### config.mk
export PLATFORM = sky130hd
export DESIGN_NAME = rgb888_to_gray_meas_flat
export DESIGN_NICKNAME = d
export VERILOG_FILES = /design/src/rtl/rgb888_to_gray_meas_if.sv /design/src/rtl/rgb888_to_gray_meas.sv /design/src/flat_wrapper.sv
export SDC_FILE = /design/constraint.sdc
export NUM_CORES = 1
export LEC_CHECK = 0
export CAP_MARGIN = 20
export CELL_PAD_IN_SITES_DETAIL_PLACEMENT = 0
export CELL_PAD_IN_SITES_GLOBAL_PLACEMENT = 1
export CORE_MARGIN = 2
export CORE_UTILIZATION = 45
export CTS_BUF_LIST = sky130_fd_sc_hd__clkbuf_4
export DETAILED_ROUTE_END_ITERATION = 12
export PLACE_DENSITY_LB_ADDON = 0.2
export REMOVE_ABC_BUFFERS = 1
export SYNTH_ARGS = -nofsm -noshare
export SYNTH_HDL_FRONTEND = slang
export SYNTH_SLANG_ARGS = --single-unit
### constraint.sdc
create_clock -name clk -period 5.05 [get_ports clk]
set_input_delay 1.01 -clock clk [delete_from_list [all_inputs] [get_ports clk]]
set_output_delay 1.01 -clock clk [all_outputs]
set_load 0.02 [all_outputs]
### src/rtl/rgb888_to_gray_meas_if.sv
`default_nettype none
// ============================================================================
// Module   : rgb888_to_gray_meas_if
// Purpose  : Video stream bundle for the RGB888 -> luma converter: RGB input
//            stream, luma output stream and end-of-frame resolution report.
// Revision : 1.0 - initial release
// ============================================================================
interface rgb888_to_gray_meas_if #(
  parameter int CNT_W = 12
) ();

  logic             pre_img_vsync;
  logic             pre_img_hsync;
  logic             pre_img_valid;
  logic [7:0]       pre_img_red;
  logic [7:0]       pre_img_green;
  logic [7:0]       pre_img_blue;

  logic             post_img_vsync;
  logic             post_img_hsync;
  logic             post_img_valid;
  logic [7:0]       post_img_data;

  logic [CNT_W-1:0] frame_width;
  logic [CNT_W-1:0] frame_height;
  logic             frame_done;
  logic             line_len_err;

  // Video source / result sink side
  modport master (
    output pre_img_vsync, pre_img_hsync, pre_img_valid,
           pre_img_red, pre_img_green, pre_img_blue,
    input  post_img_vsync, post_img_hsync, post_img_valid, post_img_data,
           frame_width, frame_height, frame_done, line_len_err
  );

  // Converter side
  modport slave (
    input  pre_img_vsync, pre_img_hsync, pre_img_valid,
           pre_img_red, pre_img_green, pre_img_blue,
    output post_img_vsync, post_img_hsync, post_img_valid, post_img_data,
           frame_width, frame_height, frame_done, line_len_err
  );

endinterface
`default_nettype wire

### src/rtl/rgb888_to_gray_meas.sv
`default_nettype none
// ============================================================================
// Module   : rgb888_to_gray_meas
// Purpose  : RGB888 to 8-bit BT.601 luma, fixed 3-cycle pipeline with aligned
//            syncs, plus per-frame active resolution measurement and a
//            line-length consistency flag reported at end of frame.
// Revision : 1.0 - initial release
// ============================================================================
module rgb888_to_gray_meas #(
  parameter int CNT_W  = 12,
  parameter int COEF_R = 77,   // Q0.8, COEF_R+COEF_G+COEF_B must be 256
  parameter int COEF_G = 150,
  parameter int COEF_B = 29
) (
  input logic                 clk,
  input logic                 rst_n,
  rgb888_to_gray_meas_if.slave vif
);

  localparam logic [7:0]       C_R     = COEF_R[7:0];
  localparam logic [7:0]       C_G     = COEF_G[7:0];
  localparam logic [7:0]       C_B     = COEF_B[7:0];
  localparam logic [CNT_W-1:0] CNT_MAX = '1;

  // --------------------------------------------------------------------------
  // Luma pipeline (free-running, not gated by valid)
  // --------------------------------------------------------------------------
  logic [15:0] prod_r, prod_g, prod_b;
  logic [16:0] sum_s2;
  logic [7:0]  data_s3;
  logic [8:0]  rnd_shr;
  logic [2:0]  vs_dl, hs_dl, va_dl;

  // Rounded and scaled sum; bit 8 set means the result exceeds 8 bits
  assign rnd_shr = 9'((sum_s2 + 17'd128) >> 8);

  // Three pipeline stages: products, sum, round + saturate
  always_ff @(posedge clk or negedge rst_n) begin
    if (!rst_n) begin
      prod_r  <= '0;
      prod_g  <= '0;
      prod_b  <= '0;
      sum_s2  <= '0;
      data_s3 <= '0;
    end else begin
      prod_r  <= 16'(vif.pre_img_red)   * 16'(C_R);
      prod_g  <= 16'(vif.pre_img_green) * 16'(C_G);
      prod_b  <= 16'(vif.pre_img_blue)  * 16'(C_B);
      sum_s2  <= 17'(prod_r) + 17'(prod_g) + 17'(prod_b);
      data_s3 <= rnd_shr[8] ? 8'hFF : rnd_shr[7:0];
    end
  end

  // Sync delay lines, three registers deep to match the data path
  always_ff @(posedge clk or negedge rst_n) begin
    if (!rst_n) begin
      vs_dl <= '0;
      hs_dl <= '0;
      va_dl <= '0;
    end else begin
      vs_dl <= {vs_dl[1:0], vif.pre_img_vsync};
      hs_dl <= {hs_dl[1:0], vif.pre_img_hsync};
      va_dl <= {va_dl[1:0], vif.pre_img_valid};
    end
  end

  assign vif.post_img_vsync = vs_dl[2];
  assign vif.post_img_hsync = hs_dl[2];
  assign vif.post_img_valid = va_dl[2];
  assign vif.post_img_data  = data_s3;

  // --------------------------------------------------------------------------
  // Resolution measurement (input side)
  // --------------------------------------------------------------------------
  logic             started;   // edge detectors are trusted one cycle after reset
  logic             armed;     // a full frame has begun since reset
  logic             vs_d, hs_d;
  logic [CNT_W-1:0] pix_cnt, line_cnt, first_len;
  logic             err_acc;
  logic [CNT_W-1:0] width_q, height_q;
  logic             err_q, done_q;

  logic             vs_rise, vs_fall, hs_rise, hs_fall, pix_en;
  logic [CNT_W-1:0] line_nxt, first_nxt;
  logic             err_nxt;

  assign vs_rise = started &  vif.pre_img_vsync & ~vs_d;
  assign vs_fall = started & ~vif.pre_img_vsync &  vs_d;
  assign hs_rise = started &  vif.pre_img_hsync & ~hs_d;
  assign hs_fall = started & ~vif.pre_img_hsync &  hs_d;
  assign pix_en  = vif.pre_img_valid & vif.pre_img_hsync & vif.pre_img_vsync;

  // Line accounting for this cycle; also feeds the frame latch so a line
  // ending together with the frame is still included
  always_comb begin
    line_nxt  = line_cnt;
    first_nxt = first_len;
    err_nxt   = err_acc;
    if (hs_fall && (pix_cnt != '0)) begin
      if (line_cnt != CNT_MAX) line_nxt = line_cnt + 1'b1;
      if (line_cnt == '0)            first_nxt = pix_cnt;
      else if (pix_cnt != first_len) err_nxt   = 1'b1;
    end
  end

  // Counters, edge history and end-of-frame result registers
  always_ff @(posedge clk or negedge rst_n) begin
    if (!rst_n) begin
      started   <= 1'b0;
      armed     <= 1'b0;
      vs_d      <= 1'b0;
      hs_d      <= 1'b0;
      pix_cnt   <= '0;
      line_cnt  <= '0;
      first_len <= '0;
      err_acc   <= 1'b0;
      width_q   <= '0;
      height_q  <= '0;
      err_q     <= 1'b0;
      done_q    <= 1'b0;
    end else begin
      started <= 1'b1;
      vs_d    <= vif.pre_img_vsync;
      hs_d    <= vif.pre_img_hsync;
      done_q  <= 1'b0;

      if (hs_rise)
        pix_cnt <= pix_en ? CNT_W'(1) : '0;
      else if (pix_en && (pix_cnt != CNT_MAX))
        pix_cnt <= pix_cnt + 1'b1;

      if (vs_rise) begin
        armed     <= 1'b1;
        line_cnt  <= '0;
        first_len <= '0;
        err_acc   <= 1'b0;
      end else begin
        line_cnt  <= line_nxt;
        first_len <= first_nxt;
        err_acc   <= err_nxt;
      end

      if (vs_fall && armed) begin
        width_q  <= first_nxt;
        height_q <= line_nxt;
        err_q    <= err_nxt;
        done_q   <= 1'b1;
      end
    end
  end

  assign vif.frame_width  = width_q;
  assign vif.frame_height = height_q;
  assign vif.line_len_err = err_q;
  assign vif.frame_done   = done_q;

endmodule
`default_nettype wire

### src/flat_wrapper.sv
// flat-port wrapper written by rule: the top's interface ports become plain ports
module rgb888_to_gray_meas_flat 
#(
  parameter int CNT_W  = 12,
  parameter int COEF_R = 77,                                            
  parameter int COEF_G = 150,
  parameter int COEF_B = 29
)
  (clk, rst_n, vif_pre_img_vsync, vif_pre_img_hsync, vif_pre_img_valid, vif_pre_img_red, vif_pre_img_green, vif_pre_img_blue, vif_post_img_vsync, vif_post_img_hsync, vif_post_img_valid, vif_post_img_data, vif_frame_width, vif_frame_height, vif_frame_done, vif_line_len_err);
  rgb888_to_gray_meas_if #(.CNT_W(CNT_W)) vif_i ();
  input logic clk;
  input logic rst_n;
  input wire logic [$bits(vif_i.pre_img_vsync)-1:0] vif_pre_img_vsync;
  input wire logic [$bits(vif_i.pre_img_hsync)-1:0] vif_pre_img_hsync;
  input wire logic [$bits(vif_i.pre_img_valid)-1:0] vif_pre_img_valid;
  input wire logic [$bits(vif_i.pre_img_red)-1:0] vif_pre_img_red;
  input wire logic [$bits(vif_i.pre_img_green)-1:0] vif_pre_img_green;
  input wire logic [$bits(vif_i.pre_img_blue)-1:0] vif_pre_img_blue;
  output wire logic [$bits(vif_i.post_img_vsync)-1:0] vif_post_img_vsync;
  output wire logic [$bits(vif_i.post_img_hsync)-1:0] vif_post_img_hsync;
  output wire logic [$bits(vif_i.post_img_valid)-1:0] vif_post_img_valid;
  output wire logic [$bits(vif_i.post_img_data)-1:0] vif_post_img_data;
  output wire logic [$bits(vif_i.frame_width)-1:0] vif_frame_width;
  output wire logic [$bits(vif_i.frame_height)-1:0] vif_frame_height;
  output wire logic [$bits(vif_i.frame_done)-1:0] vif_frame_done;
  output wire logic [$bits(vif_i.line_len_err)-1:0] vif_line_len_err;
  assign vif_i.pre_img_vsync = vif_pre_img_vsync;
  assign vif_i.pre_img_hsync = vif_pre_img_hsync;
  assign vif_i.pre_img_valid = vif_pre_img_valid;
  assign vif_i.pre_img_red = vif_pre_img_red;
  assign vif_i.pre_img_green = vif_pre_img_green;
  assign vif_i.pre_img_blue = vif_pre_img_blue;
  assign vif_post_img_vsync = vif_i.post_img_vsync;
  assign vif_post_img_hsync = vif_i.post_img_hsync;
  assign vif_post_img_valid = vif_i.post_img_valid;
  assign vif_post_img_data = vif_i.post_img_data;
  assign vif_frame_width = vif_i.frame_width;
  assign vif_frame_height = vif_i.frame_height;
  assign vif_frame_done = vif_i.frame_done;
  assign vif_line_len_err = vif_i.line_len_err;
  rgb888_to_gray_meas #(.CNT_W(CNT_W), .COEF_R(COEF_R), .COEF_G(COEF_G), .COEF_B(COEF_B)) u_core (.clk(clk), .rst_n(rst_n), .vif(vif_i));
endmodule
[Word level (Yosys, flattened, before mapping)]
Index checks and enable logic that the tools add are counted.
Word-level totals
  register bits after elaboration: 144
  input port bits: 29
  output and inout port bits: 37
  logic and storage cells: 66
Cells by class
  add/sub/neg operators: 5
  $mul: 3
  eq/ne operators: 3
  muxes and demuxes: 15
  bitwise logic cells: 14
  reduce and logical (&&, ||, !) cells: 6
Operators by type and width (count)
  $mux W12: 8
  $mul A8 B7 Y15 const B: 2
  $add A12 B1 Y12 const B: 2
  $ne A12 B12 Y1 const B: 2
  $add A15 B16 Y17: 1
  $add A17 B13 Y17: 1
  $add A17 B8 Y17 const B: 1
  $mul A8 B5 Y13 const B: 1
  $logic_not A12 Y1: 1
  $ne A12 B12 Y1: 1
  $reduce_bool A12 Y1: 1
  $and A1 B1 Y1: 10
  $mux W8: 1
  $mux W1: 6
  $not A1 Y1: 4
  $logic_and A1 B1 Y1: 3
  $reduce_bool A2 Y1: 1

[Longest topological paths before layout]
  depth after elaboration: 6
  mapped depth: 13
  mapped depth without buffers: 13

[Least setup slack after synthesis]
OpenSTA, ideal clock, no wires.
  kind: input -> register
  start point: input vif_pre_img_green[4]
  end point: register u_core.prod_g[14]
  setup time: 0.128 ns
  data arrival time: 3.857 ns
  path slack: 1.065 ns
  stages: 13
  cells stage by stage: ha_1 > ha_1 > inv_1 > fa_1 > fa_1 > inv_1 > ha_1 > o21a_1 > nor2_1 > nor3_1 > a2111oi_2 > a21oi_1 > xor2_1
On the way
  word-level cells in the longest chain between the ends: 1
Ends and longest elaborated chain
  from (decl): RTL line flat_wrapper.sv:17  | input wire logic [$bits(vif_i.pre_img_green)-1:0] vif_pre_img_green;
  $mul A8 B7 Y15: RTL line rgb888_to_gray_meas.sv:47  | prod_g <= 16'(vif.pre_img_green) * 16'(C_G);
  to (signal assigned): RTL line rgb888_to_gray_meas.sv:47
  to (decl): RTL line rgb888_to_gray_meas.sv:28  | logic [15:0] prod_r, prod_g, prod_b;
No other way between the ends.
A chain may end at the register's enable or synchronous reset.

[Final worst setup path]
  start point: input vif_pre_img_red[5]
  end point: register u_core.prod_r[13]
On the way
  word-level cells in the longest chain between the ends: 1
Ends and longest elaborated chain
  from (decl): RTL line flat_wrapper.sv:16  | input wire logic [$bits(vif_i.pre_img_red)-1:0] vif_pre_img_red;
  $mul A8 B7 Y15: RTL line rgb888_to_gray_meas.sv:46  | prod_r <= 16'(vif.pre_img_red) * 16'(C_R);
  to (signal assigned): RTL line rgb888_to_gray_meas.sv:46
  to (decl): RTL line rgb888_to_gray_meas.sv:28
No other way between the ends.

==> results.tsv <==
stage	metric	value	unit
synthesis	synthCells	783	
synthesis	netlist_area	8490	sq um
synthesis	synth.most_common_cell	dfrtp_1	
drt	drcViolationCount	0	
floorplan	initial_core_util	45.6	%
synthesis	synthFlopType	dfrtp_1	
power_and_ir_drop	power.switching	1860	uW
synthesis	async_flop_share	100	%
floorplan	die_h	141	microns
power_and_ir_drop	pwr-share-comb	51.0	%
synthesis	synth-seq-cells	135	
power_and_ir_drop	internal_power	2640	uW
sta	finalCritPeriodShare	82.6	%
drt	post_drt_wl_per_cell	14.3	microns
final_layout	fillers	1677	
synthesis	synth-simple-area-share	11.7	%
placed_design	gp_congestion	0.806	
power_and_ir_drop	switching_share	41.4	%
power_and_ir_drop	power_density	464	nW/um^2
power_and_ir_drop	power.leakage	0.00485	uW
power_and_ir_drop	seqPwrFrac	33.6	%
worst_setup_path	crit_required	5460	ps
global_routing	grt_overflow	0	
drt	drt_iter0_markers	249	
drt	antenna_left	0	
worst_setup_path	reg2regPathDepth	8	
synthesis	synth_compound_area_share	8.45	%
synthesis	yosys.area_share.xor_xnor	7.11	%
floorplan	design.core.area	18600	sq um
floorplan	dieArea	20000	sq um
synthesis	synth_edf_count	0	
cts	clkTransAtPathRegs	150	ps
sta	setup_violations	0	
worst_setup_path	crit_type	input pin to flip-flop	
global_routing	grt_max_degree	53	
global_routing	grt_pass1_wl	27500	microns
cts	clock_latency	540	ps
drt	drtPass1Iterations	4	
power_and_ir_drop	power_frac_clock	15.4	%
sta	rsz0062_at_grt	no	
cts	cts_tree	yes	
floorplan	dieWidth	141	microns
placed_design	port_buffers	65	
synthesis	yosysUniqueCellTypes	60	
synthesis	synthAdderAreaFrac	26.5	%
sta	period_needed	4170	ps
drt	wl	15700	microns
worst_setup_path	cp-endpoint	u_core.prod_r[13]	
cts	cts_hold_buf	0	
worst_hold_path	hold_class	flip-flop to flip-flop	
status	status	finished, final reports clean	
worst_setup_path	worstReg2RegEnd	u_core.sum_s2[14]	
worst_setup_path	r2r_slack	2240	ps
drt	vias	5659	
power_and_ir_drop	vdd_drop_max	0.000283	V
worst_setup_path	cp_max_fo	4	
synthesis	synthMuxAreaShare	1.77	%
cts	cts_max_level	4	
final_layout	area_growth	14.2	%
synthesis	yosys-top-cells-count	dfrtp_1 (135), ha_1 (119), inv_1 (85)	
worst_setup_path	r2r_start	u_core.prod_b[6]	
final_layout	layout-drive-gt1-share	6.21	%
sta	worst_slew_pin_slew	874	ps
synthesis	synth.largest_area_cell	dfrtp_1	
worst_setup_path	start_kind	input pin	
sta	setup_tns	0	ps
synthesis	syn_area_per_cell	10.8	sq um
synthesis	seq_area_frac_synth	39.8	%
worst_setup_path	setup.worst_path.start	vif_pre_img_red[5]	
worst_setup_path	crit_path_end_kind	flip-flop	
cts	cts_buffers	17	
global_routing	antenna_found_initial	1	
sta	max_slew_margin	41.5	%
synthesis	synthTopCellsByArea	dfrtp_1 (40%), ha_1 (18%), fa_1 (9.0%)	
cts	post_cts_resized	0	
synthesis	synth_top_cell_area_share	39.8	%
floorplan	io_pins	66	
floorplan	rows	50	
placed_design	dp_hpwl	12500	microns
cts	cts-root-buf	clkbuf_4	
sta	finClkSkew	26.7	ps
cts	clock-sinks	135	
synthesis	synth_top_family_by_area	adder cells	
synthesis	ys_warn_count	0	
flow_run	max-cap-violations	0	
sta	hold_viol_final	0	
cts	cts_setup_buffers	0	
placed_design	dp_slack	366	ps
global_routing	grt_util_all_layers	17.2	%
sta	worst_slack	880	ps
sta	finalMaxSlewViolations	0	
worst_setup_path	worst_ep_arrival_time	4580	ps
global_routing	grt_pass1_vias	5826	
drt	post_drt_via_cell_ratio	5.13	
sta	max_freq	240	MHz
final_layout	fin_nets	1042	
cts	clockBufferDepth	2	
==> worst max-delay path, stage by stage <==
cell	delay, ps
clkdlybuf4s50_1	580
ha_1	280
ha_1	280
inv_1	50
fa_1	490
fa_1	510
inv_1	40
ha_1	340
o21ai_0	180
a211oi_1	410
nor4_1	90
a311o_1	320
==> power by group through the flow <==
stage / Clock [uW] / Sequential, uW / Combinational [uW]
floorplan: 0 / 1560 / 1640
global placement: 0 / 1530 / 2250
detailed placement: 0 / 1540 / 2300
CTS: 722 / 1520 / 2320
global route: 771 / 1550 / 2620
finish: 695 / 1510 / 2300
==> sequential cells by signal, summed over array words and instances (netlist names), 3 cells and up <==
| register | count |
|---|---|
| u_core.prod_b | 13 |
| u_core.vif.frame_width | 12 |
| u_core.va_dl | 3 |
| u_core.hs_dl | 3 |
| u_core.prod_r | 15 |
| u_core.vif.post_img_data | 8 |
| u_core.pix_cnt | 12 |
| u_core.vs_dl | 3 |
| u_core.vif.frame_height | 12 |
| u_core.prod_g | 15 |
| u_core.line_cnt | 12 |
| u_core.first_len | 12 |
| u_core.sum_s2 | 10 |
==> through the flow <==
stage	instance area, sq um	hold WS [ps]	std cells	power, uW	utilization, %
2_1_floorplan	8420	331	767	3210	-
3_3_place_gp	9390	332	1070	3780	50.4
3_5_place_dp	9390	335	1070	3840	50.4
4_1_cts	9670	369	1102	4560	51.9
5_1_grt	9700	385	1104	4940	52.0
6_report	9700	368	1104	4510	52.0
==> area by class of cell <==
type                    count  area (sq um)  area share (%)
clock buffers              17           128            1.32
multi-input cells         547          4720            48.7
flip-flops and latches    135          3380            34.8
well taps                 234           293            3.02
repair buffers             70           706            7.27
inverters                  85           319            3.29
diodes                      1          2.50          0.0258
clock inverters            15           154            1.59
==> cells in the final DEF (no fill, tap or decap), types with 3 or more instances in the layout <==
cell type | Yosys | final
nand2_1 | 50 | 50
clkinv_4 | 0 | 3
nor3_1 | 15 | 15
o21ai_0 | 20 | 20
dfrtp_1 | 135 | 135
o21a_1 | 7 | 7
inv_8 | 0 | 4
o21ai_1 | 19 | 19
xor2_1 | 37 | 37
and3_1 | 11 | 11
fa_1 | 38 | 38
nor4_1 | 9 | 9
buf_4 | 1 | 5
nand3_1 | 19 | 19
inv_6 | 0 | 4
nor2_1 | 57 | 57
clkbuf_4 | 0 | 17
a21oi_1 | 20 | 20
ha_1 | 119 | 119
clkdlybuf4s50_1 | 0 | 64
a31oi_1 | 4 | 4
nand4_1 | 7 | 7
nor2b_1 | 5 | 5
a21o_1 | 10 | 10
nand2b_1 | 3 | 3
o21bai_1 | 4 | 4
or4_1 | 4 | 4
mux2i_1 | 15 | 15
a211oi_1 | 4 | 4
and4_1 | 3 | 3
or2_2 | 3 | 3
xnor2_1 | 32 | 32
inv_1 | 85 | 85
==> layer usage <==
metal  wire length [microns]  track usage (%)
met5                       0                0
met4                     142             5.42
met3                     404             3.31
met2                    7900             29.4
met1                    7300             22.1
==> cells by family after synthesis <==
logic type / count (synthesis)
simple gates: 198
fa+ha+maj: 157
flops: 135
compound gates: 107
buf+inv: 101
xor+xnor: 69
mux: 15
other cells: 1
==> worst min-delay path by stage <==
stage / startpoint / end / cells past startpoint
floorplan: u_core.hs_dl[1] / u_core.hs_dl[2] / 0
global route: u_core.hs_dl[1] / u_core.hs_dl[2] / 0
CTS: u_core.va_dl[1] / u_core.va_dl[2] / 0
detailed placement: u_core.va_dl[1] / u_core.va_dl[2] / 0
finish: u_core.va_dl[1] / u_core.va_dl[2] / 0
global placement: u_core.va_dl[0] / u_core.va_dl[1] / 0
(Power assumes the default switching activity.)
